## config.mk

```make
export PLATFORM = sky130hd
export DESIGN_NAME = tennis_match_ctrl_flat
export DESIGN_NICKNAME = d
export VERILOG_FILES = /design/src/rtl/tennis_pkg.sv /design/src/rtl/tennis_match_ctrl_if.sv /design/src/rtl/tennis_match_ctrl_step_tick_gen.sv /design/src/rtl/tennis_match_ctrl.sv /design/src/flat_wrapper.sv
export SDC_FILE = /design/constraint.sdc
export NUM_CORES = 1
export LEC_CHECK = 0
export ABC_CLOCK_PERIOD_IN_PS = 11800
export CAP_MARGIN = 0
export CORE_MARGIN = 2
export CORE_UTILIZATION = 55
export DETAILED_ROUTE_END_ITERATION = 12
export PLACE_DENSITY = 0.75
export REMOVE_ABC_BUFFERS = 1
export SYNTH_ARGS = -nofsm -noshare
export SYNTH_HDL_FRONTEND = slang
export SYNTH_HIERARCHICAL = 1
export SYNTH_SLANG_ARGS = --single-unit
```

## constraint.sdc

```tcl
create_clock -name clk -period 11.8 [get_ports clk]
set_input_delay 2.36 -clock clk [delete_from_list [all_inputs] [get_ports clk]]
set_output_delay 2.36 -clock clk [all_outputs]
set_load 0.01 [all_outputs]
```

## src/rtl/tennis_pkg.sv

```systemverilog
// Shared constants and types for the tennis match controller.
// State/winner codes are fixed so display logic can decode them directly.
package tennis_pkg;

  typedef logic [3:0] pos_t;
  typedef logic [3:0] score_t;

  localparam logic [1:0] ST_SERVE = 2'd0;
  localparam logic [1:0] ST_RALLY = 2'd1;
  localparam logic [1:0] ST_POINT = 2'd2;
  localparam logic [1:0] ST_OVER  = 2'd3;

  localparam logic [1:0] WIN_NONE  = 2'b00;
  localparam logic [1:0] WIN_RIGHT = 2'b01;
  localparam logic [1:0] WIN_LEFT  = 2'b10;

  localparam pos_t POS_RIGHT = 4'd0;
  localparam pos_t POS_LEFT  = 4'd15;

  typedef enum logic {
    SIDE_RIGHT = 1'b0,
    SIDE_LEFT  = 1'b1
  } side_e;

  function automatic pos_t edge_pos(side_e s);
    return (s == SIDE_LEFT) ? POS_LEFT : POS_RIGHT;
  endfunction

  function automatic side_e opponent(side_e s);
    return (s == SIDE_LEFT) ? SIDE_RIGHT : SIDE_LEFT;
  endfunction

endpackage

```

## src/rtl/tennis_match_ctrl_if.sv

```systemverilog
// Paddle inputs, ball position and controller command/score outputs.
// master = match controller, slave = datapath/display side.
interface tennis_match_ctrl_if;
  import tennis_pkg::*;

  logic       left_btn;
  logic       right_btn;
  pos_t       ball_pos;
  logic       serve_right;
  logic       serve_left;
  logic       step_en;
  logic       hit;
  score_t     score_left;
  score_t     score_right;
  logic [1:0] state;
  logic [1:0] winner;

  modport master (
    input  left_btn, right_btn, ball_pos,
    output serve_right, serve_left, step_en, hit,
           score_left, score_right, state, winner
  );

  modport slave (
    output left_btn, right_btn, ball_pos,
    input  serve_right, serve_left, step_en, hit,
           score_left, score_right, state, winner
  );

endinterface

```

## src/rtl/tennis_match_ctrl_step_tick_gen.sv

```systemverilog
// Ball step timebase: counts 0..DIV-1 while enabled and flags the wrap cycle.
module step_tick_gen #(
  parameter int unsigned DIV = 25_000_000
) (
  input  logic clk,
  input  logic reset,
  input  logic en,
  input  logic clr,
  output logic tick
);

  localparam int unsigned W = (DIV > 1) ? $clog2(DIV) : 1;
  localparam logic [W-1:0] LAST = W'(DIV - 1);

  logic [W-1:0] cnt_q, cnt_d;

  // tick ignores clr so the caller may derive clr from tick without a loop
  always_comb begin
    tick  = en && (cnt_q == LAST);
    cnt_d = cnt_q;
    if (clr)       cnt_d = '0;
    else if (tick) cnt_d = '0;
    else if (en)   cnt_d = cnt_q + 1'b1;
  end

  always_ff @(posedge clk or posedge reset) begin
    if (reset) cnt_q <= '0;
    else       cnt_q <= cnt_d;
  end

endmodule

```

## src/rtl/tennis_match_ctrl.sv

```systemverilog
// Tennis match sequencer: serves, judges hits/misses/early swings,
// keeps score and declares the winner. All command pulses are registered.
module tennis_match_ctrl
  import tennis_pkg::*;
#(
  parameter int unsigned STEP_DIV   = 25_000_000,
  parameter int unsigned WIN_SCORE  = 7,
  parameter int unsigned POINT_HOLD = 4
) (
  input  logic                 clk,
  input  logic                 reset,
  tennis_match_ctrl_if.master  bus
);

  localparam int unsigned HW = (POINT_HOLD > 1) ? $clog2(POINT_HOLD) : 1;
  localparam logic [HW-1:0] HOLD_LAST = HW'(POINT_HOLD - 1);
  localparam score_t WIN = score_t'(WIN_SCORE);

  logic [1:0]    state_q, state_d;
  side_e         server_q, server_d;
  logic          dir_up_q, dir_up_d;
  score_t        score_left_q, score_left_d;
  score_t        score_right_q, score_right_d;
  logic [1:0]    winner_q, winner_d;
  logic [HW-1:0] hold_q, hold_d;
  logic          serve_right_q, serve_right_d;
  logic          serve_left_q, serve_left_d;
  logic          step_en_q, step_en_d;
  logic          hit_q, hit_d;

  logic   tick;
  logic   tick_en;
  logic   tick_clr;
  logic   enter_point;
  side_e  receiver;
  side_e  point_to;
  logic   rx_btn;
  logic   at_edge;
  logic   srv_btn;
  score_t scorer_score;

  step_tick_gen #(.DIV(STEP_DIV)) u_step_tick (
    .clk   (clk),
    .reset (reset),
    .en    (tick_en),
    .clr   (tick_clr),
    .tick  (tick)
  );

  assign tick_en  = (state_q == ST_RALLY) || (state_q == ST_POINT);
  assign tick_clr = serve_right_q || serve_left_q || enter_point;

  assign receiver     = dir_up_q ? SIDE_LEFT : SIDE_RIGHT;
  assign rx_btn       = (receiver == SIDE_LEFT) ? bus.left_btn : bus.right_btn;
  assign at_edge      = (bus.ball_pos == edge_pos(receiver));
  assign srv_btn      = (server_q == SIDE_LEFT) ? bus.left_btn : bus.right_btn;
  assign scorer_score = (server_q == SIDE_LEFT) ? score_left_q : score_right_q;

  always_comb begin
    state_d       = state_q;
    server_d      = server_q;
    dir_up_d      = dir_up_q;
    score_left_d  = score_left_q;
    score_right_d = score_right_q;
    winner_d      = winner_q;
    hold_d        = hold_q;
    serve_right_d = 1'b0;
    serve_left_d  = 1'b0;
    step_en_d     = 1'b0;
    hit_d         = 1'b0;
    enter_point   = 1'b0;
    point_to      = opponent(receiver);

    case (state_q)
      ST_SERVE: begin
        if (srv_btn) begin
          serve_right_d = (server_q == SIDE_RIGHT);
          serve_left_d  = (server_q == SIDE_LEFT);
          dir_up_d      = (server_q == SIDE_RIGHT);
          state_d       = ST_RALLY;
        end
      end
      ST_RALLY: begin
        // receiver's press is judged first; it pre-empts a coincident step or miss
        if (rx_btn) begin
          if (at_edge) begin
            hit_d    = 1'b1;
            dir_up_d = ~dir_up_q;
          end else begin
            enter_point = 1'b1;
          end
        end else if (tick) begin
          if (at_edge) enter_point = 1'b1;
          else         step_en_d   = 1'b1;
        end
        if (enter_point) begin
          state_d  = ST_POINT;
          server_d = point_to;
          hold_d   = '0;
          if (point_to == SIDE_LEFT) score_left_d  = score_left_q + 4'd1;
          else                       score_right_d = score_right_q + 4'd1;
        end
      end
      ST_POINT: begin
        if (tick) begin
          if (hold_q == HOLD_LAST) begin
            if (scorer_score == WIN) begin
              state_d  = ST_OVER;
              winner_d = (server_q == SIDE_LEFT) ? WIN_LEFT : WIN_RIGHT;
            end else begin
              state_d = ST_SERVE;
            end
          end else begin
            hold_d = hold_q + 1'b1;
          end
        end
      end
      default: begin
        if (bus.left_btn && bus.right_btn) begin
          score_left_d  = '0;
          score_right_d = '0;
          winner_d      = WIN_NONE;
          server_d      = SIDE_RIGHT;
          dir_up_d      = 1'b1;
          state_d       = ST_SERVE;
        end
      end
    endcase
  end

  always_ff @(posedge clk or posedge reset) begin
    if (reset) begin
      state_q       <= ST_SERVE;
      server_q      <= SIDE_RIGHT;
      dir_up_q      <= 1'b1;
      score_left_q  <= '0;
      score_right_q <= '0;
      winner_q      <= WIN_NONE;
      hold_q        <= '0;
      serve_right_q <= 1'b0;
      serve_left_q  <= 1'b0;
      step_en_q     <= 1'b0;
      hit_q         <= 1'b0;
    end else begin
      state_q       <= state_d;
      server_q      <= server_d;
      dir_up_q      <= dir_up_d;
      score_left_q  <= score_left_d;
      score_right_q <= score_right_d;
      winner_q      <= winner_d;
      hold_q        <= hold_d;
      serve_right_q <= serve_right_d;
      serve_left_q  <= serve_left_d;
      step_en_q     <= step_en_d;
      hit_q         <= hit_d;
    end
  end

  assign bus.serve_right = serve_right_q;
  assign bus.serve_left  = serve_left_q;
  assign bus.step_en     = step_en_q;
  assign bus.hit         = hit_q;
  assign bus.score_left  = score_left_q;
  assign bus.score_right = score_right_q;
  assign bus.state       = state_q;
  assign bus.winner      = winner_q;

endmodule
```

## src/flat_wrapper.sv

```systemverilog
// flat-port wrapper written by rule: the top's interface ports become plain ports
module tennis_match_ctrl_flat import tennis_pkg::*;
#(
  parameter int unsigned STEP_DIV   = 25_000_000,
  parameter int unsigned WIN_SCORE  = 7,
  parameter int unsigned POINT_HOLD = 4
)
  (clk, reset, bus_left_btn, bus_right_btn, bus_ball_pos, bus_serve_right, bus_serve_left, bus_step_en, bus_hit, bus_score_left, bus_score_right, bus_state, bus_winner);
  tennis_match_ctrl_if bus_i ();
  input  logic clk;
  input  logic reset;
  input wire logic [$bits(bus_i.left_btn)-1:0] bus_left_btn;
  input wire logic [$bits(bus_i.right_btn)-1:0] bus_right_btn;
  input wire logic [$bits(bus_i.ball_pos)-1:0] bus_ball_pos;
  output wire logic [$bits(bus_i.serve_right)-1:0] bus_serve_right;
  output wire logic [$bits(bus_i.serve_left)-1:0] bus_serve_left;
  output wire logic [$bits(bus_i.step_en)-1:0] bus_step_en;
  output wire logic [$bits(bus_i.hit)-1:0] bus_hit;
  output wire logic [$bits(bus_i.score_left)-1:0] bus_score_left;
  output wire logic [$bits(bus_i.score_right)-1:0] bus_score_right;
  output wire logic [$bits(bus_i.state)-1:0] bus_state;
  output wire logic [$bits(bus_i.winner)-1:0] bus_winner;
  assign bus_i.left_btn = bus_left_btn;
  assign bus_i.right_btn = bus_right_btn;
  assign bus_i.ball_pos = bus_ball_pos;
  assign bus_serve_right = bus_i.serve_right;
  assign bus_serve_left = bus_i.serve_left;
  assign bus_step_en = bus_i.step_en;
  assign bus_hit = bus_i.hit;
  assign bus_score_left = bus_i.score_left;
  assign bus_score_right = bus_i.score_right;
  assign bus_state = bus_i.state;
  assign bus_winner = bus_i.winner;
  tennis_match_ctrl #(.STEP_DIV(STEP_DIV), .WIN_SCORE(WIN_SCORE), .POINT_HOLD(POINT_HOLD)) u_core (.clk(clk), .reset(reset), .bus(bus_i));
endmodule
```

==> qor.csv <==
stage,metric,value,unit
worst_setup_path,worst r2r dst,u_core/u_step_tick/cnt_q[9],
timing,Final Hold Viols,0,
drt,via count,2197,
synthesis,synthesized area,2674,sq um
worst_setup_path,Worst Path Required,11.94,ns
timing,Tcrit/Tclk final,46.65,%
timing,min Tclk post-route,5.505,ns
worst_setup_path,R2R setup slack,7.13,ns
drt,vias per cell,6.003,
timing,slew margin rel.,23.26,%
synthesis,Synth area leaders,"dfrtp_1 (41%), nor2_1 (5.5%), nand4_1 (4.4%), ha_1 (3.7%), nand2_1 (3.5%)",
cts,Max clock buf depth,2,
synthesis,Syn Inst Count,289,
worst_hold_path,Worst Hold Class,flip-flop to flip-flop,
cts,Sink Count,45,
placement,GPL Wtd Cong,0.8371,
worst_setup_path,CP arrival,5.65,ns
drt,DRT iter0 DRCs,231,
run,max-cap viol count,0,
synthesis,Post-Syn Area per Cell,9.252,sq um
floorplan,initial core utilization,56.99,%
timing,Highest Clock Rate,181.7,MHz
pwr,peak supply drop,0.1305,mV
global_route,pin count of the biggest net entering global routing,26,
timing,Clock Skew,0.01010,ns
placement,placed wire-length estimate,4236,um
floorplan,die footprint,5435,sq um
timing,Final WS setup,6.295,ns
synthesis,Synth Register Bits,45,
finish,fin nets,327,
cts,clock buffer count from CTS,5,
global_route,vias in the first global route,2051,
cts,clock-pin slew on the worst setup and hold paths,0.08,ns
finish,layout cells sized above 1,6.090,%
worst_setup_path,Worst path max stage delay,0.55,ns
placement,cell count after placement,358,
placement,DP Worst Slack,5.967,ns
synthesis,post-synth cell types,50,
floorplan,Ports,24,
floorplan,width of the die,73.73,um
drt,Final ANT Viol Nets,0,
global_route,first-pass GRT wire length,9936,um
finish,area of the multi-input gates,1438,sq um
drt,Routed Wire Length,5828,um
cts,CTS tree,yes,
timing,Slew Limit Fails,0,
placement,Port Buffers,23,
synthesis,largest area contributor in the netlist,dfrtp_1,
worst_hold_path,worst min-delay path endpoint,u_core/bus.winner[0],
global_route,initial antenna violation count,0,
global_route,GRT Total Usage,23.91,%
floorplan,Die Ht,73.73,um
finish,utilization after layout,64.37,%
synthesis,synth warn,6,
cts,postcts setup bufs,0,
global_route,total grt overflow,0,
finish,P&R area growth vs syn,12.96,%
worst_setup_path,Critical Path Most Common Cell,nor2_1,
cts,clk root buf,clkbuf_8,
timing,Setup Total Neg Slack,0,ns
floorplan,row count,25,
pwr,Static Leak,1.302,nW
synthesis,"Seq/Total Area, Yosys",42.16,%
finish,filler instances,410,
worst_setup_path,critical setup path kind,input port to flip-flop,
worst_setup_path,Worst setup SP type,input port,
pwr,PwrDens,190.6,nW/um^2
worst_setup_path,R2R cell count,13,
synthesis,number of synthesized flops with an enable pin,0,
synthesis,"Top FF cell, synth",dfrtp_1,
finish,Reg area,1127,sq um
floorplan,core area,4692,sq um
timing,final setup vio count,0,
drt,DRC errors left,0,
timing,RSZ-0062 raised after global routing,false,
worst_hold_path,hold path depth,1,
worst_setup_path,FF-to-FF Start,u_core/bus.state[0],
synthesis,Yosys top cell area share,41.18,%
cts,# hold bufs at CTS,0,
worst_setup_path,Worst Path Max Fanout,7,
worst_setup_path,worst-path cell chain,clkdlybuf4s50_1 -> or4_4 -> mux2i_4 -> mux2_4 -> o21ai_0 -> nor2_1 -> nor3_1 -> and3_1 -> xnor2_1 -> nor2_1,
synthesis,asr flop ratio synth,100.0,%
cts,H-tree depth,2,
finish,Antenna Cells,0,
drt,routed len/inst,15.92,um
outcome,status,finished clean,
drt,DR pass1 iterations,4,
worst_setup_path,Crit-path slowest cell,or4_4,
cts,clock latency on the worst-skew pair,0.31,ns
finish,post-route insts no fill,366,
worst_hold_path,HP Start,u_core/bus.winner[0],
worst_setup_path,endpoint class of the critical path,flip-flop,
timing,Worst Tran Pin Value,1.147,ns
cts,post-cts sizing count,0,
-- area by class of cell --
type                            instances  area share (%)
Clock buffer                            8           2.983
Tap cell                               54           2.237
Timing Repair Buffer                   23           7.622
Sequential cell                        45           37.32
Multi-Input combinational cell        218           47.60
Inverter                               18           2.237
-- metal layers --
metal	up-vias	track usage [%]	part of all wire [%]	wire [um]
li1	1074	-	-	-
met1	1063	36.88	50	2908
met2	53	33.83	43	2524
met3	7	3.567	5.2	305
met4	0	8.687	1.5	89
met5	-	0	0	0
-- how the worst max path moves through the flow --
stage / end / slack [ns] / start
detailed placement: u_core/u_step_tick/cnt_q[17] / 5.97 / bus_ball_pos[0]
floorplan: u_core/u_step_tick/cnt_q[17] / 6.81 / bus_ball_pos[0]
finish: u_core/u_step_tick/cnt_q[9] / 6.30 / bus_ball_pos[0]
CTS: u_core/u_step_tick/cnt_q[17] / 6.30 / bus_ball_pos[0]
global route: u_core/u_step_tick/cnt_q[9] / 6.07 / bus_ball_pos[0]
global placement: u_core/u_step_tick/cnt_q[9] / 6.08 / bus_ball_pos[0]
-- worst max-delay path: cells and delay by family --
kind | cells | cell delay (ns)
buffers and inverters | 1 | 0.43
muxes | 2 | 0.65
and+or+nand+nor | 5 | 1.55
xor gates and xnor gates | 1 | 0.13
AOI/OAI and AO/OA | 1 | 0.54
-- cell usage in the layout (no fill, tap or decap), types with 7 or more instances in the layout --
cell type        count
nor3_1               8
dfrtp_1             44
o21ai_0              7
nand2_1             25
xor2_1              10
clkdlybuf4s50_1     23
nand3_1             13
xnor2_1             10
a21oi_1              7
ha_1                 8
nor2_1              39
mux2i_1              7
inv_1               18
nand4_1             19
-- cell families (layout without fill, tap and decap cells) --
family	count (synthesis)	count (layout)	synth area share, %
fa+ha+maj	8	8	3.744
mux	15	15	6.551
compound gates	42	42	11.98
buf+inv	26	49	4.071
flops	45	45	42.16
xor+xnor	20	20	6.551
simple gates	133	133	24.94
-- where the power goes --
part / switching (mW) / total (mW) / internal [mW]
clock: 0.0514 / 0.0992 / 0.0478
combinational: 0.155 / 0.262 / 0.107
sequential: 0.0345 / 0.215 / 0.180
total: 0.241 / 0.576 / 0.335
-- cells in the mapped netlist (all sizes together), types with 2 or more instances --
cell type,n
nor3,8
or3,3
nand2,25
a221oi,2
ha,8
o21ai,10
mux2,7
xor2,10
dfrtp,44
a22o,2
mux2i,8
o41ai,3
a21oi,7
nand2b,4
nand4,19
o2bb2ai,3
nor4,5
nand3,13
clkbuf,6
xnor2,10
a21o,4
buf,2
nor2b,2
or4,6
and3,6
inv,18
o211ai,3
nor2,39
-- stage by stage --
stage	hold slack, ns	instance area, sq um	power, mW
6_report	0.5211	3020	0.5756
5_1_grt	0.5431	3020	0.6165
4_1_cts	0.5288	3020	0.5776
3_5_place_dp	0.5097	2930	0.4760
3_3_place_gp	0.5123	2930	0.4695
2_1_floorplan	0.4946	2633	0.3840
-- state kept, by name (all words and copies together) (netlist names), 2 cells and up --
register	cells
u_core/bus.score_left	4
u_core/u_step_tick/cnt_q	25
u_core/bus.state	2
u_core/hold_q	2
u_core/bus.winner	2
u_core/bus.score_right	4
(Power assumes the default switching activity.)
